## config.mk

```make
export PLATFORM = sky130hd
export DESIGN_NAME = mc_request_arbiter
export DESIGN_NICKNAME = d
export VERILOG_FILES = /design/src/rtl/mc_request_arbiter.sv
export SDC_FILE = /design/constraint.sdc
export NUM_CORES = 1
export LEC_CHECK = 0
export BUFFER_PORTS_ARGS = -buffer_cell sky130_fd_sc_hd__buf_2
export CORE_MARGIN = 10
export CORE_UTILIZATION = 30
export CTS_BUF_LIST = sky130_fd_sc_hd__clkbuf_8
export DETAILED_ROUTE_END_ITERATION = 10
export HOLD_SLACK_MARGIN = 0.1
export PLACE_DENSITY_LB_ADDON = 0.15
export SYNTH_ARGS = -nofsm -noshare
export SYNTH_HDL_FRONTEND = slang
export SYNTH_SLANG_ARGS = --single-unit
```

## constraint.sdc

```tcl
create_clock -name ctrl_clk -period 5.15 [get_ports ctrl_clk]
set_input_delay 1.03 -clock ctrl_clk [delete_from_list [all_inputs] [get_ports ctrl_clk]]
set_output_delay 1.03 -clock ctrl_clk [all_outputs]
set_load 0.01 [all_outputs]
```

## src/rtl/mc_request_arbiter.sv

```systemverilog
// Round-robin arbiter that shares one memory controller between NUM_REQ
// requesters. The winner's op/address/length are latched in IDLE and issued
// as a one-cycle mc_start. The grant is held until mc_done arrives or the
// watchdog runs out, in which case the MC is told to abort.
module mc_request_arbiter #(
    parameter int NUM_REQ = 4,
    parameter int ADDR_W  = 6,
    parameter int LEN_W   = 6,
    parameter int TIMEOUT = 64
) (
    input  logic                      ctrl_clk,
    input  logic                      ctrl_reset,
    input  logic [NUM_REQ-1:0]        req_valid,
    input  logic [3*NUM_REQ-1:0]      req_op,
    input  logic [ADDR_W*NUM_REQ-1:0] req_addr,
    input  logic [LEN_W*NUM_REQ-1:0]  req_len,
    output logic [NUM_REQ-1:0]        req_grant,
    output logic [NUM_REQ-1:0]        req_done,
    output logic [NUM_REQ-1:0]        req_error,
    output logic                      mc_start,
    output logic [2:0]                mc_op,
    output logic [ADDR_W-1:0]         mc_addr,
    output logic [LEN_W-1:0]          mc_len,
    output logic                      mc_abort,
    input  logic                      mc_done
);
    localparam int IDX_W = $clog2(NUM_REQ);
    localparam int WD_W  = $clog2(TIMEOUT);

    typedef enum logic [1:0] {IDLE, CHECK, WAIT, RELEASE} state_t;

    state_t             state, state_nxt;
    logic [IDX_W-1:0]   rr_ptr;
    logic [IDX_W-1:0]   owner;
    logic [WD_W-1:0]    wd;

    logic               win_found;
    logic [IDX_W-1:0]   win_idx;
    logic [2:0]         win_op;
    logic [ADDR_W-1:0]  win_addr;
    logic [LEN_W-1:0]   win_len;

    logic               op_ok;
    logic               start_nxt, done_nxt, err_nxt, abort_nxt;

    // Winner search: first valid request after rr_ptr, wrapping around.
    always_comb begin
        win_found = 1'b0;
        win_idx   = '0;
        win_op    = '0;
        win_addr  = '0;
        win_len   = '0;
        for (int k = 1; k <= NUM_REQ; k++) begin
            int j;
            j = int'(rr_ptr) + k;
            if (j >= NUM_REQ) j = j - NUM_REQ;
            if (!win_found && req_valid[j]) begin
                win_found = 1'b1;
                win_idx   = IDX_W'(j);
                win_op    = req_op[j*3 +: 3];
                win_addr  = req_addr[j*ADDR_W +: ADDR_W];
                win_len   = req_len[j*LEN_W +: LEN_W];
            end
        end
    end

    assign op_ok = (mc_op == 3'b100) || (mc_op == 3'b010) || (mc_op == 3'b001);

    // State register.
    always_ff @(posedge ctrl_clk or posedge ctrl_reset) begin
        if (ctrl_reset) state <= IDLE;
        else            state <= state_nxt;
    end

    // Next state and the one-cycle strobes to be registered on this edge.
    always_comb begin
        state_nxt = state;
        start_nxt = 1'b0;
        done_nxt  = 1'b0;
        err_nxt   = 1'b0;
        abort_nxt = 1'b0;
        case (state)
            IDLE: begin
                if (win_found) state_nxt = CHECK;
            end
            CHECK: begin
                if (!op_ok) begin
                    err_nxt   = 1'b1;
                    state_nxt = RELEASE;
                end else if (mc_len == '0) begin
                    done_nxt  = 1'b1;
                    state_nxt = RELEASE;
                end else begin
                    start_nxt = 1'b1;
                    state_nxt = WAIT;
                end
            end
            WAIT: begin
                // A completion on the expiry cycle still counts as success.
                if (mc_done) begin
                    done_nxt  = 1'b1;
                    state_nxt = RELEASE;
                end else if (wd == WD_W'(TIMEOUT - 1)) begin
                    err_nxt   = 1'b1;
                    abort_nxt = 1'b1;
                    state_nxt = RELEASE;
                end
            end
            RELEASE: state_nxt = IDLE;
            default: state_nxt = IDLE;
        endcase
    end

    // Datapath: grant/command latches, watchdog, rr pointer and output strobes.
    always_ff @(posedge ctrl_clk or posedge ctrl_reset) begin
        if (ctrl_reset) begin
            req_grant <= '0;
            req_done  <= '0;
            req_error <= '0;
            mc_start  <= 1'b0;
            mc_abort  <= 1'b0;
            mc_op     <= '0;
            mc_addr   <= '0;
            mc_len    <= '0;
            wd        <= '0;
            owner     <= '0;
            rr_ptr    <= IDX_W'(NUM_REQ - 1);
        end else begin
            mc_start  <= start_nxt;
            mc_abort  <= abort_nxt;
            req_done  <= done_nxt ? req_grant : '0;
            req_error <= err_nxt  ? req_grant : '0;
            case (state)
                IDLE: begin
                    if (win_found) begin
                        owner     <= win_idx;
                        req_grant <= NUM_REQ'(1) << win_idx;
                        mc_op     <= win_op;
                        mc_addr   <= win_addr;
                        mc_len    <= win_len;
                    end
                end
                CHECK:   wd <= '0;
                WAIT:    wd <= wd + WD_W'(1);
                RELEASE: begin
                    req_grant <= '0;
                    mc_op     <= '0;
                    mc_addr   <= '0;
                    mc_len    <= '0;
                    wd        <= '0;
                    rr_ptr    <= owner;
                end
                default: ;
            endcase
        end
    end
endmodule
```

# Word-level counts from Yosys, hierarchy flattened
# Index checks and enable logic that the tools add are counted.
[classes] addsub=9 n_mul=8 magnitude_cmp=8 eq_ne=9 shifts=13 mux=65 reduce_logical=16
[ops] operator="$shiftx 24x32->6" count=8
[ops] operator="$lt 32x4->1 const B" count=4
[ops] operator="$mul 32x3->31 const B" count=4
[ops] operator="$mul 32x3->32 const B" count=4
[ops] operator="$mux 32" count=4
[ops] operator="$shiftx 12x32->3" count=4
[ops] operator="$mux 6" count=10
[ops] operator="$pmux 6 s2" count=3
[ops] operator="$mux 1" count=24
[ops] operator="$mux 3" count=5
[ops] operator="$mux 2" count=7
[ops] operator="$mux 4" count=3
[ops] operator="$sub 3x3->4 const B" count=3
[ops] operator="$ge 3x3->1 const B" count=3
[ops] operator="$bmux 1 s2" count=4
[ops] operator="$pmux 2 s4" count=1
[ops] operator="$pmux 4 s2" count=1
[ops] operator="$add 2x2->3 const B" count=2
[ops] operator="$add 6x1->6 const B" count=1
[ops] operator="$eq 6x6->1 const B" count=1
[ops] operator="$logic_not 6->1" count=1
[ops] operator="$pmux 3 s2" count=1
[ops] operator="$reduce_and 2->1" count=3
[ops] operator="$sub 4x3->5 const B" count=1
[ops] operator="other kinds (18)" count=26
[word_totals] register_bits=41 in_bits=67 out_inout_bits=29 wordCells=140

# Longest topological paths before layout
[depth] ltp_word=19 ltp_mapped=20 depth_no_buf=11

# Worst setup path after synthesis
# No wires, ideal clock.
[synth_timing] path_type="flip-flop to flip-flop" startpoint="register rr_ptr[0]" endpoint="register mc_len[5]" setup_time_ns=0.122 t_arrival_ns=4.439 required_ns=5.028 slack_ns=0.590 path_stages_with_launch=20 n_path_buf=8 period_less_slack_ns=4.560 path_cell_list="dfstp_2 -> buf_6 -> clkinv_1 -> buf_1 -> clkbuf_1 -> ha_1 -> buf_6 -> buf_6 -> buf_6 -> inv_1 -> buf_4 -> buf_2 -> nor3_1 -> ha_1 -> a21oi_1 -> o21ai_0 -> a31oi_1 -> a221oi_1 -> or4_1 -> a32o_1"
[synth_via] elab_chain_len=18 word_cells_on_any_way=54 cone_classes="8 x add/sub; 4 x mul; 4 x order compare; 1 x eq/ne; 4 x shift; 26 x mux; 7 x reduce/logical"
[synth_lines] element="start: declaration" line_no="33" rtl="logic [IDX_W-1:0] rr_ptr;"
[synth_lines] element="start signal: assignment" line_no="127" rtl="rr_ptr <= IDX_W'(NUM_REQ - 1);"
[synth_lines] element="start signal: assignment" line_no="151" rtl="rr_ptr <= owner;"
[synth_lines] element="parallel branches: the longest is 18 deep, another holds $mul 32x3->31"
[synth_lines] element="end signal: assignment" line_no="140" rtl="mc_len <= win_len;"
[synth_lines] element="end: declaration" line_no="23" rtl="output logic [LEN_W-1:0] mc_len,"
# Parallel ways; which one is timed is not known. The select of a mux whose other input is x is not followed.
# A chain may end at the register's enable or synchronous reset.

# Worst setup path after layout
[layout_timing] startpoint="register rr_ptr[1]" endpoint="register mc_addr[2]"
[layout_via] elab_chain_len=18 word_cells_on_any_way=54 cone_classes="8 x add/sub; 4 x mul; 4 x order compare; 1 x eq/ne; 4 x shift; 26 x mux; 7 x reduce/logical"
[layout_lines] element="parallel branches: the longest is 18 deep, another holds $mul 32x3->31"
[layout_lines] element="end signal: assignment" line_no="139" rtl="mc_addr <= win_addr;"
[layout_lines] element="end: declaration" line_no="22" rtl="output logic [ADDR_W-1:0] mc_addr,"
# Parallel ways; which one is timed is not known. The select of a mux whose other input is x is not followed.

==> flow_summary.ini <==
[cts]
cts_buffer_depth = 2
htree_levels = 2
post_cts_buffers = 0
cts_tree = built
cts.sinks = 41
cts_root_buffer = clkbuf_8
clkLatencyLatePin_ps = 320
clk_pin_slew_ps = 110
cts_resized = 0
ctsHoldBuffers = 0
cts_buffers = 5

[global_routing]
grt_usage_pct = 19.5
grt_max_degree = 172
gr-total-overflow = 0
grt_pass1_vias = 7842
grt_pass1_wl_um = 50700
antenna_found_initial = 0

[place]
hpwl_um = 23400
gp_congestion = 0.939
post-place-ws_ps = 1400
placement.io_buffers = 95
dp.cells = 1295

[synth]
synth_area_leaders = mux4_2 16%, dfrtp_1 13%, mux2i_1 12%, nand2_1 5.4%, o21ai_0 4.8%
synth_flop_cell = dfrtp_1
syn-cell-area_mm2 = 0.00763
yosysMostFrequentCell = nand2_1
yosysSeqAreaShare_pct = 13.5
synth_largest_area_cell = mux4_2
synth_top_area_share_pct = 15.9
synthArstFlopShare_pct = 100
ys_types = 76
syn-num-nets = 1017
ys_ff_latch = 41
synthTopCellsByCount = 110 x nand2_1, 93 x mux2i_1, 73 x o21ai_0
synth-edff-count = 0
synthCells = 936
syn_avg_cell_area_um2 = 8.15
ys_warn_count = 0

[routing]
vias_per_cell = 6.33
drcViolationCount = 0
totalWireLength_um = 33400
wl_per_cell_um = 25.6
antenna_left = 0
drt_iter0_drc = 1037
first_pass_iters = 6
via_count = 8242

[die]
core_mm2 = 0.0251
die_x_um = 179
dieArea_mm2 = 0.0322
fp.dieH_um = 179
num_rows = 58
io_pins = 96
start_util_pct = 30.4

[sta]
fin_ws_ps = 1250
min_period_ps = 3900
rsz0062_at_grt = no
clock_skew_ps = 15.6
tns_ps = 0
fmax_mhz = 257
setup_violations = 0
worstMarginPinSlew_ps = 1180
maxSlewHeadroom_pct = 21.3
period_share_pct = 75.7
drv_slew = 0
final-hold-violation-count = 0

[setup_path]
cp-end-kind = flip-flop
crit_family = simple AND/OR/NAND/NOR gates
cp_max_fo = 26
crit_slowest_cell = and2_1
cp_cell_sequence = inv_1, ha_4, mux4_2, nor2_4, and2_1, o221ai_1, a22oi_1, a31oi_1
criticalPathCategory = reg2reg
worstSetupStartpointType = flip-flop
cp.arrival_ps = 4090
crit_required_ps = 5340
critPathMaxStageDelay_ps = 780
critPathBufInv = 1

[power]
power.internal_mw = 2.43
power.density_mw_per_mm2 = 692
comb_power_share_pct = 87.2
p_leak_nw = 3.29
pwr-share-clk_pct = 4.2
vdd_ir_drop_max_uv = 434
seqPwrFrac_pct = 8.6
power_switching_share_pct = 57.8
power_switching_mw = 3.33

[cells_and_area]
nets = 1053
diodes = 0
final_cells = 1303
drive_gt1_share_pct = 22.9
fill_cells = 2745
area_delta_synth_final_pct = 9.04

[job]
drv_cap = 0

[status]
status = finished clean

[worst_hold_path]
hold_class = reg2reg
==> cell usage in the layout (no fill, tap or decap), drive strengths merged, types with 18 or more instances in the layout <==
cell and instances:
inv 20, dfrtp 39, nor2b 18, mux2i 94, nor2 62, mux2 22
mux4 54, a31oi 22, nand2 111, o21ai 75, buf 119, a21oi 55
nand3 31
==> logic make-up (layout without fill, tap and decap cells) <==
logic type,Yosys count,count (layout),share of synthesized area [%]
flops,41,41,13.5
fa+ha+maj,14,14,2.30
simple gates,308,308,19.5
mux,170,170,31.6
other cells,1,1,0.0492
buf+inv,110,147,7.76
xor+xnor,7,7,0.804
compound gates,285,285,24.6
==> layout make-up <==
| type | count | area [µm²] | share of cell area (%) |
|---|---|---|---|
| multi-input combinational | 785 | 6020 | 72.4 |
| timing repair buffer | 119 | 681 | 8.18 |
| clock buffer | 5 | 68.8 | 0.827 |
| clock inverter | 3 | 25.0 | 0.301 |
| tap | 330 | 413 | 4.96 |
| sequential | 41 | 1030 | 12.4 |
| inverter | 20 | 75.1 | 0.903 |
==> tightest hold or removal path: stages (launching register included) <==
cell and delay [ps]:
dfrtp_1 370, nand2_1 50, o21ai_0 70
==> final timing paths <==
path	cells after the start	startpoint	end	slack (ps)
worst max-delay path	8	rr_ptr[1]	mc_addr[2]	1250
worst min-delay path	2	owner[0]	owner[0]	520
worst max register to register	8	rr_ptr[1]	mc_addr[2]	1250
worst min register to register	2	owner[0]	owner[0]	520
max in group asynchronous	2	ctrl_reset	mc_addr[5]	3570
min in group asynchronous	2	ctrl_reset	mc_addr[3]	920
==> power by group through the flow <==
stage | combinational (mW) | sequential [mW] | clock [mW]
floorplan | 3.72 | 0.479 | 0
global placement | 4.97 | 0.497 | 0
detailed placement | 4.90 | 0.499 | 0
CTS | 4.92 | 0.492 | 0.259
global route | 5.37 | 0.506 | 0.267
finish | 5.02 | 0.493 | 0.245
==> per-stage QoR <==
step / instance area (µm²) / hold slack [ps] / power [mW] / util [%]
6_report: 8320 / 519 / 5.76 / 33.1
4_1_cts: 8320 / 513 / 5.67 / 33.1
3_5_place_dp: 8220 / 488 / 5.40 / 32.8
3_3_place_gp: 8220 / 469 / 5.46 / 32.8
2_1_floorplan: 7630 / 450 / 4.20 / -
5_1_grt: 8320 / 536 / 6.14 / 33.1
==> flip-flops by register name, indices dropped and copies added (netlist names) <==
| register | count |
|---|---|
| mc_addr | 6 |
| mc_len | 6 |
| wd | 6 |
| req_done | 4 |
| req_error | 4 |
| req_grant | 4 |
| mc_op | 3 |
| owner | 2 |
| rr_ptr | 2 |
| state | 2 |
| mc_abort | 1 |
| mc_start | 1 |
==> layer usage <==
metal  routed length, µm  track usage (%)  part of all wire, %  vias to the layer above
li1                    -                -                    -                     3690
met1               15000             28.4                   45                     4038
met2               14600             29.0                   44                      470
met3                3100             2.99                  9.3                       44
met4                 615             4.96                  1.8                        0
met5                   0                0                    0                        -
Power figures use the tool's default switching activity.
